File: src/rtl/pwm_audio_capture.sv
// PWM audio demodulator: measures the high time of each edge-delimited PWM frame
// and delivers the recovered 8-bit PCM sample on a one-entry valid/ready register.
module pwm_audio_capture #(
  parameter int PERIOD      = 256,
  parameter int SYNC_STAGES = 2
) (
  input  logic       clk,
  input  logic       rst_n,
  input  logic       pwm_in,
  output logic [7:0] sample_out,
  output logic       sample_vld,
  input  logic       sample_rdy,
  output logic       locked,
  output logic       overrun
);

  localparam int CNT_W = $clog2(PERIOD) + 2;
  localparam logic [CNT_W-1:0] CNT_PERIOD = CNT_W'(PERIOD);
  localparam logic [CNT_W-1:0] CNT_ONE    = CNT_W'(1);
  localparam logic [CNT_W-1:0] CNT_MAX    = '1;

  localparam logic [1:0] ST_IDLE    = 2'd0;
  localparam logic [1:0] ST_MEASURE = 2'd1;
  localparam logic [1:0] ST_WHEEL   = 2'd2;

  logic [SYNC_STAGES-1:0] sync_q, sync_d;
  logic                   pwm_dly_q, pwm_dly_d;
  logic [1:0]             state_q, state_d;
  logic [CNT_W-1:0]       period_q, period_d;
  logic [CNT_W-1:0]       high_q, high_d;
  logic                   locked_q, locked_d;
  logic [7:0]             out_q, out_d;
  logic                   vld_q, vld_d;
  logic                   ovr_q, ovr_d;

  logic                   pwm_s;
  logic                   rise;
  logic                   emit;
  logic [7:0]             emit_val;
  logic [CNT_W-1:0]       period_inc;
  logic [CNT_W-1:0]       high_inc;
  logic [CNT_W+7:0]       high_ext;
  logic [7:0]             high_sat;

  assign pwm_s = sync_q[SYNC_STAGES-1];
  assign rise  = pwm_s & ~pwm_dly_q;

  // Widen before clamping so small PERIOD values still compare against 255 correctly.
  assign high_ext = {8'd0, high_q};
  assign high_sat = (high_ext > (CNT_W+8)'(255)) ? 8'hFF : high_ext[7:0];

  always_comb begin
    sync_d     = {sync_q[SYNC_STAGES-2:0], pwm_in};
    pwm_dly_d  = pwm_s;
    period_inc = (period_q == CNT_MAX) ? period_q : period_q + CNT_ONE;
    high_inc   = (pwm_s && (high_q != CNT_MAX)) ? high_q + CNT_ONE : high_q;
  end

  always_comb begin
    state_d  = state_q;
    period_d = period_q;
    high_d   = high_q;
    locked_d = locked_q;
    emit     = 1'b0;
    emit_val = 8'h00;
    case (state_q)
      ST_IDLE: begin
        if (rise) begin
          state_d  = ST_MEASURE;
          period_d = CNT_ONE;
          high_d   = CNT_ONE;
        end
      end
      ST_MEASURE: begin
        if (rise) begin
          if (period_q == CNT_PERIOD) begin
            emit     = 1'b1;
            emit_val = high_sat;
            locked_d = 1'b1;
          end else begin
            locked_d = 1'b0;
          end
          period_d = CNT_ONE;
          high_d   = CNT_ONE;
        end else if (period_q == CNT_PERIOD) begin
          // Frame ran its full length without a new edge: the line has gone static.
          state_d  = ST_WHEEL;
          emit     = 1'b1;
          emit_val = high_sat;
          locked_d = 1'b0;
          period_d = CNT_ONE;
        end else begin
          period_d = period_inc;
          high_d   = high_inc;
        end
      end
      ST_WHEEL: begin
        if (rise) begin
          state_d  = ST_MEASURE;
          period_d = CNT_ONE;
          high_d   = CNT_ONE;
        end else if (period_q == CNT_PERIOD) begin
          emit     = 1'b1;
          emit_val = pwm_s ? 8'hFF : 8'h00;
          period_d = CNT_ONE;
        end else begin
          period_d = period_inc;
        end
      end
      default: state_d = ST_IDLE;
    endcase
  end

  always_comb begin
    out_d = out_q;
    vld_d = vld_q;
    ovr_d = ovr_q;
    if (emit) begin
      out_d = emit_val;
      vld_d = 1'b1;
      if (vld_q && !sample_rdy) ovr_d = 1'b1;
    end else if (vld_q && sample_rdy) begin
      vld_d = 1'b0;
    end
  end

  always_ff @(posedge clk or negedge rst_n) begin
    if (!rst_n) begin
      sync_q    <= '0;
      pwm_dly_q <= 1'b0;
      state_q   <= ST_IDLE;
      period_q  <= '0;
      high_q    <= '0;
      locked_q  <= 1'b0;
      out_q     <= 8'h00;
      vld_q     <= 1'b0;
      ovr_q     <= 1'b0;
    end else begin
      sync_q    <= sync_d;
      pwm_dly_q <= pwm_dly_d;
      state_q   <= state_d;
      period_q  <= period_d;
      high_q    <= high_d;
      locked_q  <= locked_d;
      out_q     <= out_d;
      vld_q     <= vld_d;
      ovr_q     <= ovr_d;
    end
  end

  assign sample_out = out_q;
  assign sample_vld = vld_q;
  assign locked     = locked_q;
  assign overrun    = ovr_q;

endmodule

File: config.mk
export PLATFORM = sky130hd
export DESIGN_NAME = pwm_audio_capture
export DESIGN_NICKNAME = d
export VERILOG_FILES = /design/src/rtl/pwm_audio_capture.sv
export SDC_FILE = /design/constraint.sdc
export NUM_CORES = 1
export LEC_CHECK = 0
export ABC_AREA = 1
export CORE_MARGIN = 3
export CORE_UTILIZATION = 50
export CTS_BUF_LIST = sky130_fd_sc_hd__clkbuf_8
export CTS_CLUSTER_SIZE = 20
export DETAILED_ROUTE_END_ITERATION = 12
export PLACE_DENSITY = 0.72
export RECOVER_POWER = 100
export SETUP_SLACK_MARGIN = 0.1
export SYNTH_ARGS = -nofsm -noshare
export SYNTH_HDL_FRONTEND = slang
export SYNTH_SLANG_ARGS = --single-unit
File: constraint.sdc
create_clock -name clk -period 1.7 [get_ports clk]
set_clock_uncertainty 0.2 [all_clocks]
set_input_delay 0.425 -clock clk [delete_from_list [all_inputs] [get_ports clk]]
set_output_delay 0.425 -clock clk [all_outputs]
set_load 0.02 [all_outputs]
### Word level (Yosys, flattened, before mapping)

Cells that the tools add are included.

* register bits after elaboration: 36
* output and inout bits: 11
* word-level logic and storage cells: 68

* $add $sub $neg: 2
* $lt $le $gt $ge: 1
* eq/ne operators: 12
* muxes and demuxes: 26
* bitwise logic cells: 2
* reductions and logical operators: 16

Operators by type and width (count)
* $mux 10: 7
* $mux 8: 5
* $pmux 10 s2: 2
* $add 10x1->10 const B: 2
* $pmux 8 s2: 1
* $eq 10x10->1 const B: 1
* $eq 10x9->1 const B: 1
* $gt 10x8->1 const B: 1
* $ne 10x10->1 const B: 1
* $reduce_bool 2->1: 4
* $mux 1: 6
* $mux 2: 3
* $ne 2x2->1 const B: 3
* $ne 3x3->1 const B: 2
* $reduce_and 3->1: 2
* $ne 4x3->1 const B: 1
* $pmux 2 s2: 1
* $reduce_and 2->1: 2
* $reduce_and 4->1: 1
* $reduce_or 2->1: 2
* $logic_and 1x1->1: 3
* $eq 2x1->1 const B: 1
* $eq 2x2->1 const B: 1
* $logic_not 2->1: 1
* 5 further kinds: 5

### Depth between registers and ports, before layout

Gate-level depths: netlist (run 1).

* depth in word-level cells: 6
* gate-level depth with buffers: 9
* gate-level depth less buffers: 9

### Worst setup path after synthesis (run 1)

No wires, ideal clock.

* kind: register -> register
* start: register state_q[0]
* end: register period_q[4]
* setup time: 0.122 ns
* data arrival time: 1.436 ns
* required time: 1.378 ns
* setup slack: -0.058 ns
* stages on the path, launching flop included: 10
* buffers on the path: 1
* clock period less this slack: 1.758 ns
* cell sequence: dfrtp_1 inv_1 ha_1 inv_1 nor2_1 nand4_1 nand3_2 buf_4 nand2_1 o21ai_1

* cells in the longest elaborated chain, start to end: 4
* elaborated cells on any way between the ends: 9
* classes of those cells: eq/ne (4); mux (1); reduce/logical (4)

Ends and longest elaborated chain
* start, declared: line 28 `logic [1:0] state_q, state_d;`
* start signal, assigned: line 141 `state_q <= state_d;`
* $eq 2x2->1 / $eq 2x1->1 (equally long branches): line 66 `case (state_q)`
* $reduce_or 2->1 (no line)
* $ne 4x3->1 (no line) / $reduce_bool 2->1 (equally long branches)
* $reduce_and 3->1 (no line)
* end signal, assigned: line 142 `period_q <= period_d;`
* end, declared: line 29 `logic [CNT_W-1:0] period_q, period_d;`

Parallel ways exist; a longest one is shown, timed or not.
A chain may end at the register's enable or synchronous reset.

### Worst setup path in the final report (run 1)

* start: register state_q[0]
* end: register vld_q, in the netlist sample_vld

* cells in the longest elaborated chain, start to end: 3
* elaborated cells on any way between the ends: 5
* classes of those cells: eq/ne (2); mux (2); reduce/logical (1)

Ends and longest elaborated chain
* $eq 2x2->1 / $eq 2x1->1 (equally long branches): line 66
* $pmux 1 s2 *: line 66
* $mux 1 / $reduce_bool 2->1 (equally long branches)
* end signal, assigned: line 146 `vld_q <= vld_d;`
* end, declared: line 33 `logic vld_q, vld_d;`

Every way passes the cells marked *; elsewhere a longest branch is shown, timed or not.

==> results of run 1 <==
## final cells by class
cell class,count,area (um2)
repair buffers,57,432
fillers,342,1150
clock buffers,5,68.8
flip-flops and latches,36,902
multi-input cells,240,1380
inverters,29,111
clock inverters,3,38.8
well taps,50,62.6
## per-layer routing
metal  vias to the layer above  share of wire  wire length (um)  GRT usage
met5                         -              0                 0          0
met4                         0          0.016                90     0.0779
met3                        12          0.052               300     0.0386
met2                        76           0.50              2880      0.391
met1                       971           0.43              2510      0.302
li1                       1096              -                 -          -
## critical path, stage by stage (launching register included)
cell and delay [ns]:
dfrtp_1 0.43, inv_2 0.09, buf_6 0.12, ha_4 0.17, a21oi_2 0.25, nor3_4 0.07
buf_6 0.14, or2_4 0.22
## placed cells by master (no fill, tap or decap), types with 5 or more instances in the layout
cell type	instances
xor2_1	5
clkbuf_8	5
nor2_1	58
buf_6	6
inv_2	8
clkbuf_1	7
nand3_1	23
inv_1	21
nor2_2	14
buf_4	35
dfrtp_1	35
nand2_1	80
nand4_1	6
nand2_2	7
nor2_4	7
## kinds of logic after synthesis
group           synth area share
fa+ha+maj                 0.0450
buf+inv                   0.0613
compound gates            0.0416
flops                      0.405
simple gates               0.420
xor+xnor                  0.0275
## worst max path at each step
stage / to / cells after the start / slack, ns / start
4_1_cts: sample_out[4] / 9 / -0.05 / period_q[0]
3_5_place_dp: sample_out[4] / 9 / -0.1 / period_q[0]
2_1_floorplan: period_q[3] / 9 / 0.07 / state_q[0]
5_1_grt: high_q[1] / 8 / -0.18 / period_q[0]
3_3_place_gp: sample_out[4] / 7 / -0.05 / period_q[0]
6_report: sample_vld / 7 / -0.09 / state_q[0]
## registers in the layout, indices dropped and copies added (netlist names)
signal	flops
high_q	10
locked	1
state_q	2
period_q	10
sample_vld	1
sync_q	2
sample_out	8
pwm_dly_q	1
overrun	1
## where the power goes
part / switching [mW] / internal, mW / total [mW]
clock network: 0.300 / 0.429 / 0.729
registers: 0.0835 / 0.940 / 1.02
logic: 1.07 / 0.850 / 1.92
total: 1.46 / 2.22 / 3.68
## timing repair
item | 4_1_cts | 5_1_grt
endpoints found under the setup margin | 44 | 41
pin swaps | 26 | 6
hold endpoints to repair | 36 | 0
gates resized for setup | 50 | 28
hold buffers | 1 | 0
setup buffers | 8 | 3
gates cloned | 1 | 1
==> impl_metrics.ini, run 1 <==
[sta]
rsz0062_at_grt = true
final-setup-viol-count = 30
fin_tns_setup_ns = -1.40
hold_ws_ns = 0.164
worst_slack_ns = -0.0923
finalHoldViolations = 0
fmax_ghz = 0.558
worst_pin_slew_ns = 0.789
period_needed_ns = 1.79
finalMaxSlewViolations = 0
maxSlewHeadroom = 0.474
fin_crit_sh = 1.05

[floorplanning]
die_x_um = 72.7
io-pin-count = 15
dieArea_mm2 = 0.00529
die_h_um = 72.7
start_util = 0.537
core_mm2 = 0.00414
rows = 23

[critical_path]
r2r_slack_ns = -0.09
timing.rr.end = sample_vld
cp.arrival_ns = 1.76
r2r_cells = 7
crit_path_end_kind = register
critPathKind = reg -> reg
r2r_start = state_q[0]
worst-path-max-fanout = 4
crit_required_ns = 1.67
start_kind = register

[yosys]
synth_top_area_frac = 0.405
synth_edf_count = 0
synth_common_cells = nand2_1, nor2_1, dfrtp_1
synth_area_leaders = dfrtp_1, nand2_1, nor2_1
ys_seq_elements = 36
yosys_warnings = 0
async_flop_share = 1.00
syn_area_mm2 = 0.00223
synthFlopType = dfrtp_1
synth.most_common_cell = nand2_1
synth_cells = 309
avgSynthCellArea_um2 = 7.20
synth_nets = 321
yosysSeqAreaShare = 0.405
synth_cell_types = 28
yosysTopAreaCell = dfrtp_1

[cts]
h-tree-depth = 2
clock_latency_ns = 0.28
clock_path_buffers = 2
cts_buffers = 5
cts_tree = built
cts.clk_slew.worst_paths_ns = 0.07
cts_root_buffer = clkbuf_8
cts_sinks = 36

[global_routing]
grt_pass1_wl_um = 9600
grt_max_degree = 37
antenna_found_initial = 0
grt_overflow = 0
track_usage = 0.232
grt_pass1_vias = 2094

[place]
place_ws_ns = -0.0972
dp_cells = 399
hpwlAfterDp_um = 3780
gp_congestion = 0.954
dpl_cell_area_mm2 = 0.00270
io_buffers = 14

[detailed_routing]
drc_errors = 0
wl_per_cell_um = 13.8
dr.first_iter.drc_count = 218
routed_wl_um = 5780
viasPerCell = 5.13
dr.pass1.iters = 4
vias = 2155
ant_nets = 0

[power]
ir_drop_v = 0.000984
leakage_nw = 1.47
powerDensity_mw_per_mm2 = 1230
finalPower_mw = 3.68

[flow_run]
drv_cap = 0

[run_status]
violations = setup timing
run_status = complete, but fails checks

[min_path]
holdPathStages = 0
min_path_type = reg -> reg
holdPathEnd = sync_q[1]
worstHoldStart = sync_q[0]

[finish]
final_util = 0.723
fin_cells = 420
drive_gt1_frac = 0.297
finish.net_count = 381
fin_area_mm2 = 0.00299
synthToLayoutAreaGrowth_pct = 34.5
antennaDiodeCount = 0
No activity file was read; power rests on OpenSTA's default activity.
==> inputs of run 2 (changes only) <==
--- a/config.mk
+++ b/config.mk
@@ -8,7 +8,7 @@
 export ABC_AREA = 1
 export CORE_MARGIN = 3
 export CORE_UTILIZATION = 50
-export CTS_BUF_LIST = sky130_fd_sc_hd__clkbuf_8
+export CTS_CLUSTER_DIAMETER = 200
 export CTS_CLUSTER_SIZE = 20
 export DETAILED_ROUTE_END_ITERATION = 12
 export PLACE_DENSITY = 0.72
==> run 2 against run 1 <==
Net effect:
- the flow still finishes with violations (setup timing)
- combinational power about the same
- cell count unchanged
- sequential power about the same
- non-clock buffer count unchanged
- critical endpoint unchanged
==> impl_metrics.ini, run 2 (synthesis results as in run 1) <==
[run_status]
run_status = complete, but fails checks
violations = setup timing

[power]
pwr-share-seq = 0.278
swShare = 0.396
powerDensity_mw_per_mm2 = 1230
internal_power_mw = 2.23
ir_drop_v = 0.000985
finalPower_mw = 3.69
pwr-share-comb = 0.522
p_clk_frac = 0.200
p_sw_mw = 1.46
leakage_nw = 1.47

[sta]
worst_slack_ns = -0.0927
worst_pin_slew_ns = 0.788
final-setup-viol-count = 29
finalMaxSlewViolations = 0
fin_tns_setup_ns = -1.35
period_needed_ns = 1.79
rsz0062_at_grt = true
finalHoldViolations = 0
fmax_ghz = 0.558
maxSlewHeadroom = 0.475
fin_crit_sh = 1.05

[critical_path]
cp.arrival_ns = 1.76
r2r_slack_ns = -0.09
r2r_cells = 7
crit_path_end_kind = register
crit_required_ns = 1.67
timing.rr.end = sample_vld
slowest_stage = dfrtp_1
critical-path-top-delay-family = flip-flops
critPathKind = reg -> reg
r2r_start = state_q[0]
worst-path-max-fanout = 4
cp_common_cell = buf_6
path_cells = inv_2, buf_6, ha_4, a21oi_2, nor3_4, buf_6, or2_4
max_stage_delay_ns = 0.43
start_kind = register
path_buf_inv = 3

[finish]
mostFrequentLayoutCells = nand2_1, nor2_1, dfrtp_1, buf_4, nand3_1
drive_gt1_frac = 0.297
final_common_cell = nand2_1
antennaDiodeCount = 0
finish.net_count = 381
synthToLayoutAreaGrowth_pct = 34.5

[place]
io_buffers = 14
hpwlAfterDp_um = 3780
gp_congestion = 0.954

[floorplanning]
dieArea_mm2 = 0.00529
start_util = 0.537
rows = 23
die_h_um = 72.7
io-pin-count = 15
die_x_um = 72.7
core_mm2 = 0.00414

[detailed_routing]
vias = 2163
dr.pass1.iters = 4
routed_wl_um = 5810
viasPerCell = 5.15
wl_per_cell_um = 13.8
dr.first_iter.drc_count = 218
drc_errors = 0
ant_nets = 0

[cts]
cts_buffers = 5
h-tree-depth = 2
clock_latency_ns = 0.28
cts_root_buffer = clkbuf_8
cts_sinks = 36
clock_path_buffers = 2
cts.clk_slew.worst_paths_ns = 0.07
cts_tree = built

[global_routing]
grt_pass1_wl_um = 9600
track_usage = 0.232
antenna_found_initial = 0
grt_max_degree = 37
grt_pass1_vias = 2094
grt_overflow = 0

[min_path]
holdPathEnd = sync_q[1]
min_path_type = reg -> reg
holdPathStages = 0
worstHoldStart = sync_q[0]

[flow_run]
drv_cap = 0
[run 2: changes by cell type in the layout (fill, tap and decap cells not counted)]
| cell | previous run | this run |
|---|---|---|
| inv_1 | 21 | 20 |
| clkbuf_1 | 7 | 8 |
[run 2: cell type report]
type / count / area, um2
clock buffers: 6 / 72.6
flip-flops and latches: 36 / 902
repair buffers: 57 / 432
well taps: 50 / 62.6
inverters: 29 / 111
clock inverters: 2 / 35.0
fillers: 342 / 1150
multi-input cells: 240 / 1380
[run 2: metal layers]
metal / routed length, um / part of all wire / GRT usage / up-vias
met2: 2890 / 0.50 / 0.391 / 64
li1: - / - / - / 1096
met5: 0 / 0 / 0 / -
met3: 258 / 0.044 / 0.0386 / 12
met1: 2570 / 0.44 / 0.302 / 991
met4: 90 / 0.016 / 0.0779 / 0
[run 2: what timing repair did]
| action | in CTS | in global routing |
|---|---|---|
| endpoints found under the setup margin | 44 | 41 |
| cloned | 1 | 1 |
| gates resized for setup | 50 | 28 |
| pin swaps | 26 | 6 |
| hold endpoints to repair | 36 | 0 |
| setup buffers | 8 | 3 |
| hold buffers | 1 | 0 |
[run 2: stage by stage]
stage	std cells	instance area [um2]	util	setup WS (ns)	hold WS [ns]
after floorplan	309	2290	-	0.0682	-0.0706
after global placement	399	2700	0.651	-0.0491	0.140
after detailed placement	399	2700	0.651	-0.0972	0.143
after CTS	417	2980	0.720	-0.0538	0.168
after global routing	420	2990	0.723	-0.177	0.172
final	420	2990	0.723	-0.0927	0.164
[run 2: power groups by stage]
| stage | logic (mW) | registers (mW) | clock network, mW |
|---|---|---|---|
| 6_report | 1.93 | 1.02 | 0.739 |
| 5_1_grt | 2.09 | 1.03 | 0.778 |
| 3_3_place_gp | 1.45 | 1.03 | 0 |
| 2_1_floorplan | 0.969 | 1.05 | 0 |
| 4_1_cts | 1.79 | 1.02 | 0.751 |
| 3_5_place_dp | 1.47 | 1.03 | 0 |
[run 2: worst max path at each step]
| stage | end | slack (ns) | from | cells after the start |
|---|---|---|---|---|
| floorplan | period_q[3] | 0.07 | state_q[0] | 9 |
| global placement | sample_out[4] | -0.05 | period_q[0] | 7 |
| detailed placement | sample_out[4] | -0.1 | period_q[0] | 9 |
| CTS | sample_out[4] | -0.05 | period_q[0] | 9 |
| global route | high_q[8] | -0.18 | period_q[0] | 8 |
| finish | sample_vld | -0.09 | state_q[0] | 7 |
